**src/rtl/vram_scan_arbiter.sv**
```systemverilog
// Shares a single-port video RAM between VGA scan-out fetches (fixed priority, one slot per pixel)
// and host pixel writes (all remaining slots). Optional macro VRAM_TEAR_FREE_EN gates host writes
// to vertical blanking.
module vram_scan_arbiter #(
  parameter int unsigned PIX_SHIFT = 2,
  parameter int unsigned FB_W      = 640 >> PIX_SHIFT,
  parameter int unsigned FB_H      = 480 >> PIX_SHIFT,
  parameter int unsigned ADDR_W    = 15,
  parameter int unsigned DATA_W    = 8
) (
  input  logic              mclk,
  input  logic              rst,
  input  logic              update,
  input  logic [9:0]        vga_h_cnt,
  input  logic [9:0]        vga_v_cnt,
  input  logic              color_enable,
  input  logic              wr_req,
  input  logic [ADDR_W-1:0] wr_addr,
  input  logic [DATA_W-1:0] wr_data,
  output logic              wr_ack,
  output logic              wr_err,
  output logic [ADDR_W-1:0] ram_addr,
  output logic              ram_we,
  output logic [DATA_W-1:0] ram_wdata,
  input  logic [DATA_W-1:0] ram_rdata,
  output logic [DATA_W-1:0] pixel_data,
  output logic              pixel_en
);

  localparam logic [ADDR_W:0] FbSize = (ADDR_W + 1)'(FB_W * FB_H);

  typedef enum logic {StSlotA, StSlotB} phase_e;

  phase_e              phase_q, phase_d;
  logic                update_q;
  logic                tick;
  logic                slot_a;
  logic                fetch_pend_q, fetch_pend_d;
  logic [ADDR_W-1:0]   ram_addr_q;
  logic [DATA_W-1:0]   ram_wdata_q;
  logic [DATA_W-1:0]   pixel_data_q, pixel_data_d;
  logic                pixel_en_q, pixel_en_d;
  logic [ADDR_W-1:0]   fetch_row, fetch_col, fetch_addr;
  logic                wr_oor;
  logic                host_window;

  assign tick = update & ~update_q;

  // The slot being entered this cycle; a tick cycle is itself slot A so that the
  // fetched pixel lands two mclk after the counters change.
  always_comb begin
    phase_d = phase_q;
    unique case (phase_q)
      StSlotA: phase_d = StSlotB;
      StSlotB: if (tick) phase_d = StSlotA;
      default: phase_d = StSlotB;
    endcase
  end

  assign slot_a = (phase_d == StSlotA);

  assign fetch_row  = ADDR_W'(vga_v_cnt >> PIX_SHIFT);
  assign fetch_col  = ADDR_W'(vga_h_cnt >> PIX_SHIFT);
  assign fetch_addr = fetch_row * ADDR_W'(FB_W) + fetch_col;

  assign wr_oor = ({1'b0, wr_addr} >= FbSize);

`ifdef VRAM_TEAR_FREE_EN
  assign host_window = (vga_v_cnt >= 10'd480);
`else
  assign host_window = 1'b1;
`endif

  // RAM port mux: display fetch first, then host; address and data hold when idle.
  always_comb begin
    ram_addr     = ram_addr_q;
    ram_wdata    = ram_wdata_q;
    ram_we       = 1'b0;
    wr_ack       = 1'b0;
    wr_err       = 1'b0;
    fetch_pend_d = 1'b0;
    if (!rst) begin
      if (slot_a && color_enable) begin
        ram_addr     = fetch_addr;
        fetch_pend_d = 1'b1;
      end else if (wr_req && host_window) begin
        wr_ack = 1'b1;
        if (wr_oor) begin
          wr_err = 1'b1;
        end else begin
          ram_we    = 1'b1;
          ram_addr  = wr_addr;
          ram_wdata = wr_data;
        end
      end
    end
  end

  always_comb begin
    pixel_data_d = pixel_data_q;
    pixel_en_d   = pixel_en_q;
    if (fetch_pend_q) begin
      pixel_data_d = ram_rdata;
      pixel_en_d   = 1'b1;
    end else if (slot_a && !color_enable) begin
      pixel_data_d = '0;
      pixel_en_d   = 1'b0;
    end
  end

  always_ff @(posedge mclk or posedge rst) begin
    if (rst) begin
      update_q     <= 1'b0;
      phase_q      <= StSlotA;
      fetch_pend_q <= 1'b0;
      ram_addr_q   <= '0;
      ram_wdata_q  <= '0;
      pixel_data_q <= '0;
      pixel_en_q   <= 1'b0;
    end else begin
      update_q     <= update;
      phase_q      <= phase_d;
      fetch_pend_q <= fetch_pend_d;
      ram_addr_q   <= ram_addr;
      ram_wdata_q  <= ram_wdata;
      pixel_data_q <= pixel_data_d;
      pixel_en_q   <= pixel_en_d;
    end
  end

  assign pixel_data = pixel_data_q;
  assign pixel_en   = pixel_en_q;

endmodule

```
**config.mk**
```make
export PLATFORM = sky130hd
export DESIGN_NAME = vram_scan_arbiter
export DESIGN_NICKNAME = d
export VERILOG_FILES = /design/src/rtl/vram_scan_arbiter.sv
export SDC_FILE = /design/constraint.sdc
export NUM_CORES = 1
export LEC_CHECK = 0
export ABC_AREA = 1
export CAP_MARGIN = 25
export CORE_AREA = 2 2 74 76
export CTS_BUF_LIST = sky130_fd_sc_hd__clkbuf_4 sky130_fd_sc_hd__clkbuf_8
export CTS_CLUSTER_DIAMETER = 80
export CTS_CLUSTER_SIZE = 24
export DETAILED_ROUTE_END_ITERATION = 8
export DIE_AREA = 0 0 76 78
export PLACE_DENSITY = 0.94
export REMOVE_ABC_BUFFERS = 1
export SLEW_MARGIN = 20
export SYNTH_ARGS = -nofsm -noshare
export SYNTH_HDL_FRONTEND = slang
export SYNTH_SLANG_ARGS = --single-unit
export TNS_END_PERCENT = 10
```
**constraint.sdc**
```tcl
create_clock -name mclk -period 5.4 [get_ports mclk]
set_input_delay 1.08 -clock mclk [delete_from_list [all_inputs] [get_ports mclk]]
set_output_delay 1.08 -clock mclk [all_outputs]
set_load 0.02 [all_outputs]
```
Word-level counts from Yosys, hierarchy flattened

Cells that the tools add are included.
W data, S select, Z words.

Register bits: 35
Logic and storage cells: 45

$add $sub $neg: 1
Multipliers: 1
Order comparisons: 1
Mux-type cells: 27
Bitwise logic cells: 4
Reductions and logical operators: 4

Operators with widths:

| kind                   | number |
|---|---|
| $mux W15               | 4 |
| $mux W8                | 6 |
| $mux W1                | 16 |
| $add A15 B8 Y15        | 1 |
| $ge A15 B15 Y1 const B | 1 |
| $mul A8 B3 Y10 const B | 1 |
| $not A1 Y1             | 3 |
| $logic_and A1 B1 Y1    | 2 |
| $pmux W1 S2            | 1 |
| $reduce_bool A2 Y1     | 1 |
| $and A1 B1 Y1          | 1 |
| $logic_not A1 Y1       | 1 |

Logic depth before layout (Yosys ltp)

Gate-level depths: netlist (run 1).

Depth after elaboration: 8
Mapped depth: 15
Depth with buffers taken out: 15

Least setup slack after synthesis (run 1)

Ideal clock, no wire load.

Path kind: input port to output port
Start point: in vga_v_cnt[3]
End point: out ram_addr[12]
Arrival: 3081 ps
Required time: 4320 ps
Path slack: 1239 ps
Cell stages on the path: 13
Cell sequence: ha_1 > ha_1 > inv_1 > fa_1 > nor2_2 > nand3_4 > nor2_4 > nand2_2 > a21oi_1 > nand2_1 > nand2_1 > nand2_1 > o21ai_1

Cells in the longest elaborated chain, start to end: 4

RTL lines:

| item            | RTL line | RTL |
|---|---|---|
| from (decl)     | 15       | `input logic [9:0] vga_v_cnt,` |
| $mul A8 B3 Y10  | 64       | `assign fetch_addr = fetch_row * ADDR_W'(FB_W) + fetch_col;` |
| $add A15 B8 Y15 | 64       |  |
| $mux W15        | 83       | `if (slot_a && color_enable) begin` |
| $mux W15        | 82       | `if (!rst) begin` |
| to (decl)       | 22       | `output logic [ADDR_W-1:0] ram_addr,` |

Every way passes these cells.

Final worst setup path (run 1)

Start point: in vga_v_cnt[3]
End point: out ram_addr[10]

The elaborated chain is that of the path after synthesis.

==> results of run 1 <==
[cell type report]
class	count	area (µm²)	area share
inverter	55	206	0.0596
clock buffer	6	82.6	0.0238
tap	70	87.6	0.0253
sequential	35	876	0.253
multi-input combinational	232	1270	0.367
timing repair buffer	91	906	0.262
clock inverter	2	35.0	0.0101
[logic make-up (layout without fill, tap and decap cells)]
| kind of cell | Yosys count | in the layout | synth area share |
|---|---|---|---|
| buffers and inverters | 64 | 154 | 0.111 |
| adder cells (fa/ha/maj) | 17 | 17 | 0.0944 |
| AO/OA/AOI/OAI | 46 | 46 | 0.118 |
| flip-flops | 35 | 35 | 0.363 |
| AND/OR/NAND/NOR | 169 | 169 | 0.314 |
[metal layers]
layer / wire length [µm] / share of wire
met1: 2640 / 0.42
met2: 3170 / 0.51
met3: 340 / 0.054
met4: 104 / 0.017
met5: 0 / 0
[through the flow]
step                      utilization  setup WS [ns]  cell area, µm²
after floorplan                     -           1.17            2350
after global placement          0.662          0.213            3340
after detailed placement        0.662          0.143            3340
final                           0.687          0.357            3460
after CTS                       0.685          0.149            3460
after global routing            0.687         0.0935            3460
[power breakdown]
group | switching (mW) | internal, mW
logic | 0.191 | 0.162
registers | 0.0182 | 0.301
clock network | 0.0893 | 0.149
total | 0.299 | 0.613
[worst max-delay path by stage]
| stage | endpoint | slack (ns) | startpoint | cells after the start |
|---|---|---|---|---|
| floorplan | ram_wdata[0] | 1.17 | rst | 6 |
| global placement | ram_addr[12] | 0.21 | vga_v_cnt[3] | 15 |
| detailed placement | ram_addr[12] | 0.14 | vga_v_cnt[3] | 15 |
| CTS | ram_addr[12] | 0.15 | vga_v_cnt[3] | 15 |
| global route | ram_addr[10] | 0.09 | vga_v_cnt[3] | 13 |
| finish | ram_addr[10] | 0.36 | vga_v_cnt[3] | 13 |
[worst reg2reg max path, stage by stage (launching register included)]
cell and delay [ns]:
dfrtp_1 0.36, inv_1 0.07, nand4_1 0.39, inv_1 0.31, o21ai_0 0.11, o21ai_0 0.15, inv_1 0.05, a21oi_1 0.25
[synth_stat cells (all sizes together), types with 5 or more instances]
library cell	n
buf	6
nand3	21
dfrtp	35
nor2	23
nand2	118
nand4	5
inv	55
o211ai	10
ha	15
a21oi	15
o21ai	20
[repair_timing]
action | 4_1_cts | 5_1_grt
hold buffers | 0 | 0
endpoints found under the setup margin | 0 | 3
resized for setup | 0 | 3
setup buffers | 0 | 0
[sequential cells by signal (all words and copies together), names as in the netlist]
register	cells
fetch_pend_q	1
ram_wdata_q	8
phase_q	1
update_q	1
pixel_data	8
ram_addr_q	15
pixel_en	1
==> reports/results.txt, run 1 <==
Post-synth top area share - 0.363
Reg-to-reg critical path endpoint - ram_addr_q[8]
Non-filler cells, final - 491
Fillers - 401
Final Cycle Share - 0.934
Die X - 76 µm
H-tree lvl count - 2
Leak - 1.74 nW
Pwr Total - 0.911 mW
Hold EP - ram_wdata_q[1]
Flops & latches, synth - 35
Mean area per synthesized cell - 7.29 µm²
Hold Crit Class - flip-flop to flip-flop
Main synth FF type - dfrtp_1
Sequential-to-total area share from yosys stat - 0.363
Worst hold slack - 0.468 ns
Post-synth EDFFs - 0
Fin nets - 493
WS Path Type - primary input to primary output
Yosys cell types - 30
Routed vias - 2388
Worst Path Buf+Inv - 4
Worst EP required - 4.32 ns
Max-slew headroom - 0.556
Die Area - 5930 µm²
Num ports - 91
Initial Utilization - 0.479
Largest net degree at the start of global routing - 31
Fmax - 198 MHz
Area contributors post-synth - dfrtp_1, nand2_1, inv_1, ha_1, nand3_1
Post-synth top area cell - dfrtp_1
Root Driver - clkbuf_8
WL per Instance - 12.7 µm
Fin Setup TNS - 0 ns
Layout Skew - 0.00786 ns
Row count - 26
GRT Overall Usage - 0.227
R2r worst-path depth - 7
Placed insts - 483
Number of global-route vias before repair - 2436
CTS Buf Count - 5
IO buf count - 86
Clock-pin slew on the worst setup and hold paths - 0.07 ns
Skew-Pair Late Insertion Delay - 0.28 ns
Crit path largest cell delay - 0.64 ns
Cells after Synth - 331
Worst-path cell chain - clkdlybuf4s50_1 -> ha_1 -> ha_1 -> inv_1 -> fa_1 -> nor2_2 -> nand2_1 -> nand2_1 -> nand2_1 -> o21ai_0 -> inv_1 -> a21oi_2 -> clkdlybuf4s50_1
Total Wirelength - 6.25 mm
Vias per Instance - 4.86
Worst R2R Start - update_q
Final Hold Vio Count - 0
GRT met3 Usage - 0.0477
Clock Sinks - 35
RD Place Congestion - 0.849
CP top delay family - buffers and inverters
R2r setup slk - 3.62 ns
Initial antenna violation count - 0
Layout Area Growth over Synthesis - 43.5%
# setup viols final - 0
Ys async rst share - 1.00
Floorplan core area - 5040 µm²
First-pass GRT wire length - 10.9 mm
GRT overflow - 0
Crit-path most repeated cell - nand2_1
Power Dens Cells - 263 nW/µm²
Drt drc - 0
RSZ-0062 raised after global routing - false
Tmin final - 5.04 ns
Post-route ant nets - 0
Worst-Margin Slew - 0.659 ns
Mapped cell area - 2410 µm²
Max Cap Viol - 0
Outcome - complete, no violations
Fraction of layout cells with a size suffix above 1 - 0.0950
Worst setup SP type - primary input
Most Crowded Layer GR - met2
Min-Delay Path Depth - 2
1st-iter DRT viols - 103
Die Height - 78 µm
Drt pass-1 iters - 6
Placed wire-length estimate - 4.93 mm
GR Util met1 - 0.264
Critical-path top delay cell - clkdlybuf4s50_1
Most frequent cells in the layout - nand2_1, clkdlybuf4s50_1, inv_1
Worst Path Arrival - 3.96 ns
Diodes inserted - 0
Hold Startpoint - ram_wdata_q[1]
Final Slew Violations - 0
Met2 Use GR - 0.414
CTS tree - done
Yosys warning count - 0
Critical path peak fanout - 3
Clk buf depth - 2
Peak supply drop - 127 µV
Most common cell after layout, fill and taps aside - nand2_1
Critical path endpoint category - primary output
(Power assumes the default switching activity.)
==> inputs of run 2 (changes only) <==
Settings changed: ABC_AREA 1 to unset, CORE_AREA 2 2 74 76 to 2 2 70 72, DIE_AREA 0 0 76 78 to 0 0 72 74, PLACE_DENSITY 0.94 to 0.95.
==> run 2 against run 1 <==
  * Die area decreased by 10%
  * Synthesized area decreased by 14%
  * Clock skew decreased by 0.0035 ns
  * Clock power decreased by 20%
  * Sequential share of layout area increased by 3.1 points
  * Cell count decreased by 29%
  * Synthesized cell count decreased by 38%
  * Global-route usage decreased by 1.7 points
  * Hold slack improved by 0.011 ns
  * Critical path type unchanged
  * Highest routed layer unchanged
==> reports/results.txt, run 2 <==
Flops & latches, synth - 35 (unchanged)
DR top layer - met4
Logic gate share of total power - 0.416 (+0.028)
Final Cycle Share - 0.967 (+0.0329)
Root Driver - clkbuf_8
M1 WL - 2.14 mm (-19%)
Area contributors post-synth - dfrtp_1, ha_1, nand2_1, nor2_1, a22o_1
Post-synth top area share - 0.424 (+0.0608)
Yosys cell types - 50 (+67%)
Floorplan core area - 4600 µm² (-8.8%)
Worst R2R Start - update_q
Hold EP - ram_wdata_q[6]
Yosys warning count - 0 (unchanged)
Setup ws final - 0.180 ns (-0.177 ns)
Post-route cell area - 3090 µm² (-11%)
Fin Setup TNS - 0 ns (unchanged)
Final core utilization - 0.671 (-0.0156)
H-tree lvl count - 2 (unchanged)
Max Cap Viol - 0 (unchanged)
CP top delay family - buffers and inverters
Clock Sinks - 35 (unchanged)
Cells after Synth - 205 (-38%)
Layout Area Growth over Synthesis - 49.3%
Int Pwr - 0.585 mW (-4.5%)
Reg-to-reg critical path endpoint - ram_addr_q[9]
Ys async rst share - 1.00 (unchanged)
Psw - 0.289 mW (-3.2%)
DR WL met2 - 2.86 mm (-9.6%)
Min-Delay Path Depth - 2 (unchanged)
Total Wirelength - 5.43 mm (-13%)
GRT overflow - 0 (unchanged)
Num ports - 91 (unchanged)
Tmin final - 5.22 ns (+0.177 ns)
Outcome - complete, no violations
Main synth FF type - dfrtp_1
GRT Overall Usage - 0.210 (-0.0166)
Initial antenna violation count - 0 (unchanged)
Max reg flops - 15 (unchanged)
Diodes inserted - 0 (unchanged)
Worst setup SP type - primary input
Row count - 25 (-3.8%)
Worst-path cell chain - clkdlybuf4s50_1 -> ha_1 -> ha_1 -> inv_1 -> fa_1 -> xnor2_2 -> nand2_4 -> nor4_2 -> xnor2_1 -> nor2_1 -> a221o_1 -> clkdlybuf4s50_1
Met3 WL - 362 µm (+6.5%)
CTS Hold Bufs - 0 (unchanged)
Post-Place Setup Slack - 0.0310 ns (-0.112 ns)
Post-synth EDFFs - 0 (unchanged)
# setup viols final - 0 (unchanged)
Routed vias - 1894 (-21%)
CTS tree - done
IO buf count - 86 (unchanged)
Die X - 72 µm (-5.3%)
Critical path peak fanout - 3 (unchanged)
Largest net degree at the start of global routing - 36 (+16%)
Hold Crit Class - flip-flop to flip-flop
Most frequent cells in the layout - clkdlybuf4s50_1, dfrtp_1, nand2_1
Max-slew headroom - 0.630 (+0.0742)
WS Path Type - primary input to primary output
Clock power frac - 0.218 (-0.044)
Mean area per synthesized cell - 10.1 µm² (+38%)
Drt pass-1 iters - 4 (-2)
WL per Instance - 15.5 µm (+22%)
Initial Utilization - 0.450 (-0.0291)
Worst Path Arrival - 4.14 ns (+0.18 ns)
Vias per Instance - 5.41 (+11%)
R2r worst-path depth - 6 (-1)
1st-iter DRT viols - 68 (-34%)
Hold Startpoint - ram_wdata_q[6]
Post-synth top area cell - dfrtp_1
Worst-Margin Slew - 0.552 ns (-0.106 ns)
Crit path largest cell delay - 0.55 ns (-0.09 ns)
CTS Buf Count - 5 (unchanged)
Top cells by count, synth - dfrtp_1, nand2_1, nor2_1
Leak - 1.40 nW (-20%)
Post-route ant nets - 0 (unchanged)
Most frequent cell after synthesis - dfrtp_1
R2r setup slk - 3.51 ns (-0.11 ns)
Skew-Pair Late Insertion Delay - 0.29 ns (about the same)
RD Place Congestion - 0.797 (-6.1%)
Final Hold Vio Count - 0 (unchanged)
Fin nets - 369 (-25%)
Placed wire-length estimate - 4.25 mm (-14%)
Die Height - 74 µm (-5.1%)
Critical-path top delay cell - clkdlybuf4s50_1
Post-DP Area - 2990 µm² (-11%)
Power Dens Cells - 283 nW/µm² (+7.7%)
Final Slew Violations - 0 (unchanged)
Layout Skew - 0.00435 ns (-0.00351 ns)
Fmax - 192 MHz (-3.4%)
Clock-pin slew on the worst setup and hold paths - 0.06 ns (about the same)
Critical path endpoint category - primary output
RSZ-0062 raised after global routing - false
Sw frac - 0.331 (+0.00294)
Die Area - 5330 µm² (-10%)
Worst EP required - 4.32 ns (about the same)
Mapped cell area - 2070 µm² (-14%)
Number of global-route vias before repair - 1853 (-24%)
First-pass GRT wire length - 8.53 mm (-22%)
Most common cell after layout, fill and taps aside - clkdlybuf4s50_1
Drt drc - 0 (unchanged)
Peak supply drop - 117 µV (-7.8%)
Fraction of layout cells with a size suffix above 1 - 0.0946 (-0.000417)
Clk buf depth - 2 (unchanged)
Largest reg by FF count - ram_addr_q
Worst Path Buf+Inv - 3 (-1)
Sequential-to-total area share from yosys stat - 0.424 (+0.0608)
Sequential power share - 0.366 (+0.016)
## run 2: cell count changes after synthesis, sizes merged, moves of 10 or more
cell and delta:
a21oi -10, o21ai -12, nand2 -88, inv -39, nand3 -21
## run 2: layer usage
layer  global-route usage  vias up
met5                    0        -
met4               0.0566        0
met3               0.0461        7
met2                0.398       65
met1                0.241      913
li1                     -      909
## run 2: how the worst max path moves through the flow
stage	startpoint	endpoint	slack (ns)	depth (start not counted)
2_1_floorplan	vga_v_cnt[3]	ram_addr[14]	1.11	10
3_5_place_dp	vga_v_cnt[3]	ram_addr[13]	0.03	12
3_3_place_gp	vga_v_cnt[3]	ram_addr[13]	0.12	12
6_report	vga_v_cnt[3]	ram_addr[12]	0.18	12
5_1_grt	vga_v_cnt[3]	ram_addr[12]	0.04	12
4_1_cts	vga_v_cnt[3]	ram_addr[13]	0.04	12
## run 2: cell type report
class                           count  area, µm²
Clock inverter                      1       5.00
Sequential cell                    35        876
Multi-Input combinational cell    150       1110
Inverter                           16       65.1
Clock buffer                        6       82.6
Tap cell                           54       67.6
Timing Repair Buffer               88        881
Fill cell                         355       1510
## run 2: metrics by stage
stage | instances | power [mW] | hold slack, ns
after floorplan | 201 | 0.524 | 0.467
after global placement | 343 | 0.677 | 0.455
after detailed placement | 343 | 0.688 | 0.465
after CTS | 350 | 0.881 | 0.483
after global routing | 350 | 0.921 | 0.499
final | 350 | 0.875 | 0.479
## run 2: cells by family after synthesis
family	after synthesis	synth area share
xor+xnor	10	0.0460
fa+ha+maj	17	0.110
flops	35	0.424
simple gates	76	0.188
compound gates	47	0.189
buf+inv	20	0.0430
## run 2: what timing repair did
item | in CTS | in global routing
hold endpoints to repair | 0 | 0
resized for setup | 0 | 3
buffers inserted | 0 | 0
setup endpoints to repair | 0 | 3
## run 2: worst min-delay path: stages, from the launching register on
cell and delay, ns:
dfrtp_1 0.32, nand2_1 0.05, nand2_1 0.08
## run 2: power groups by stage
stage               logic (mW)  clock network [mW]  registers (mW)
floorplan                0.192                   0           0.333
global placement         0.354                   0           0.323
detailed placement       0.363                   0           0.325
CTS                      0.365               0.196           0.321
global route             0.392               0.205           0.324
finish                   0.364               0.191           0.320
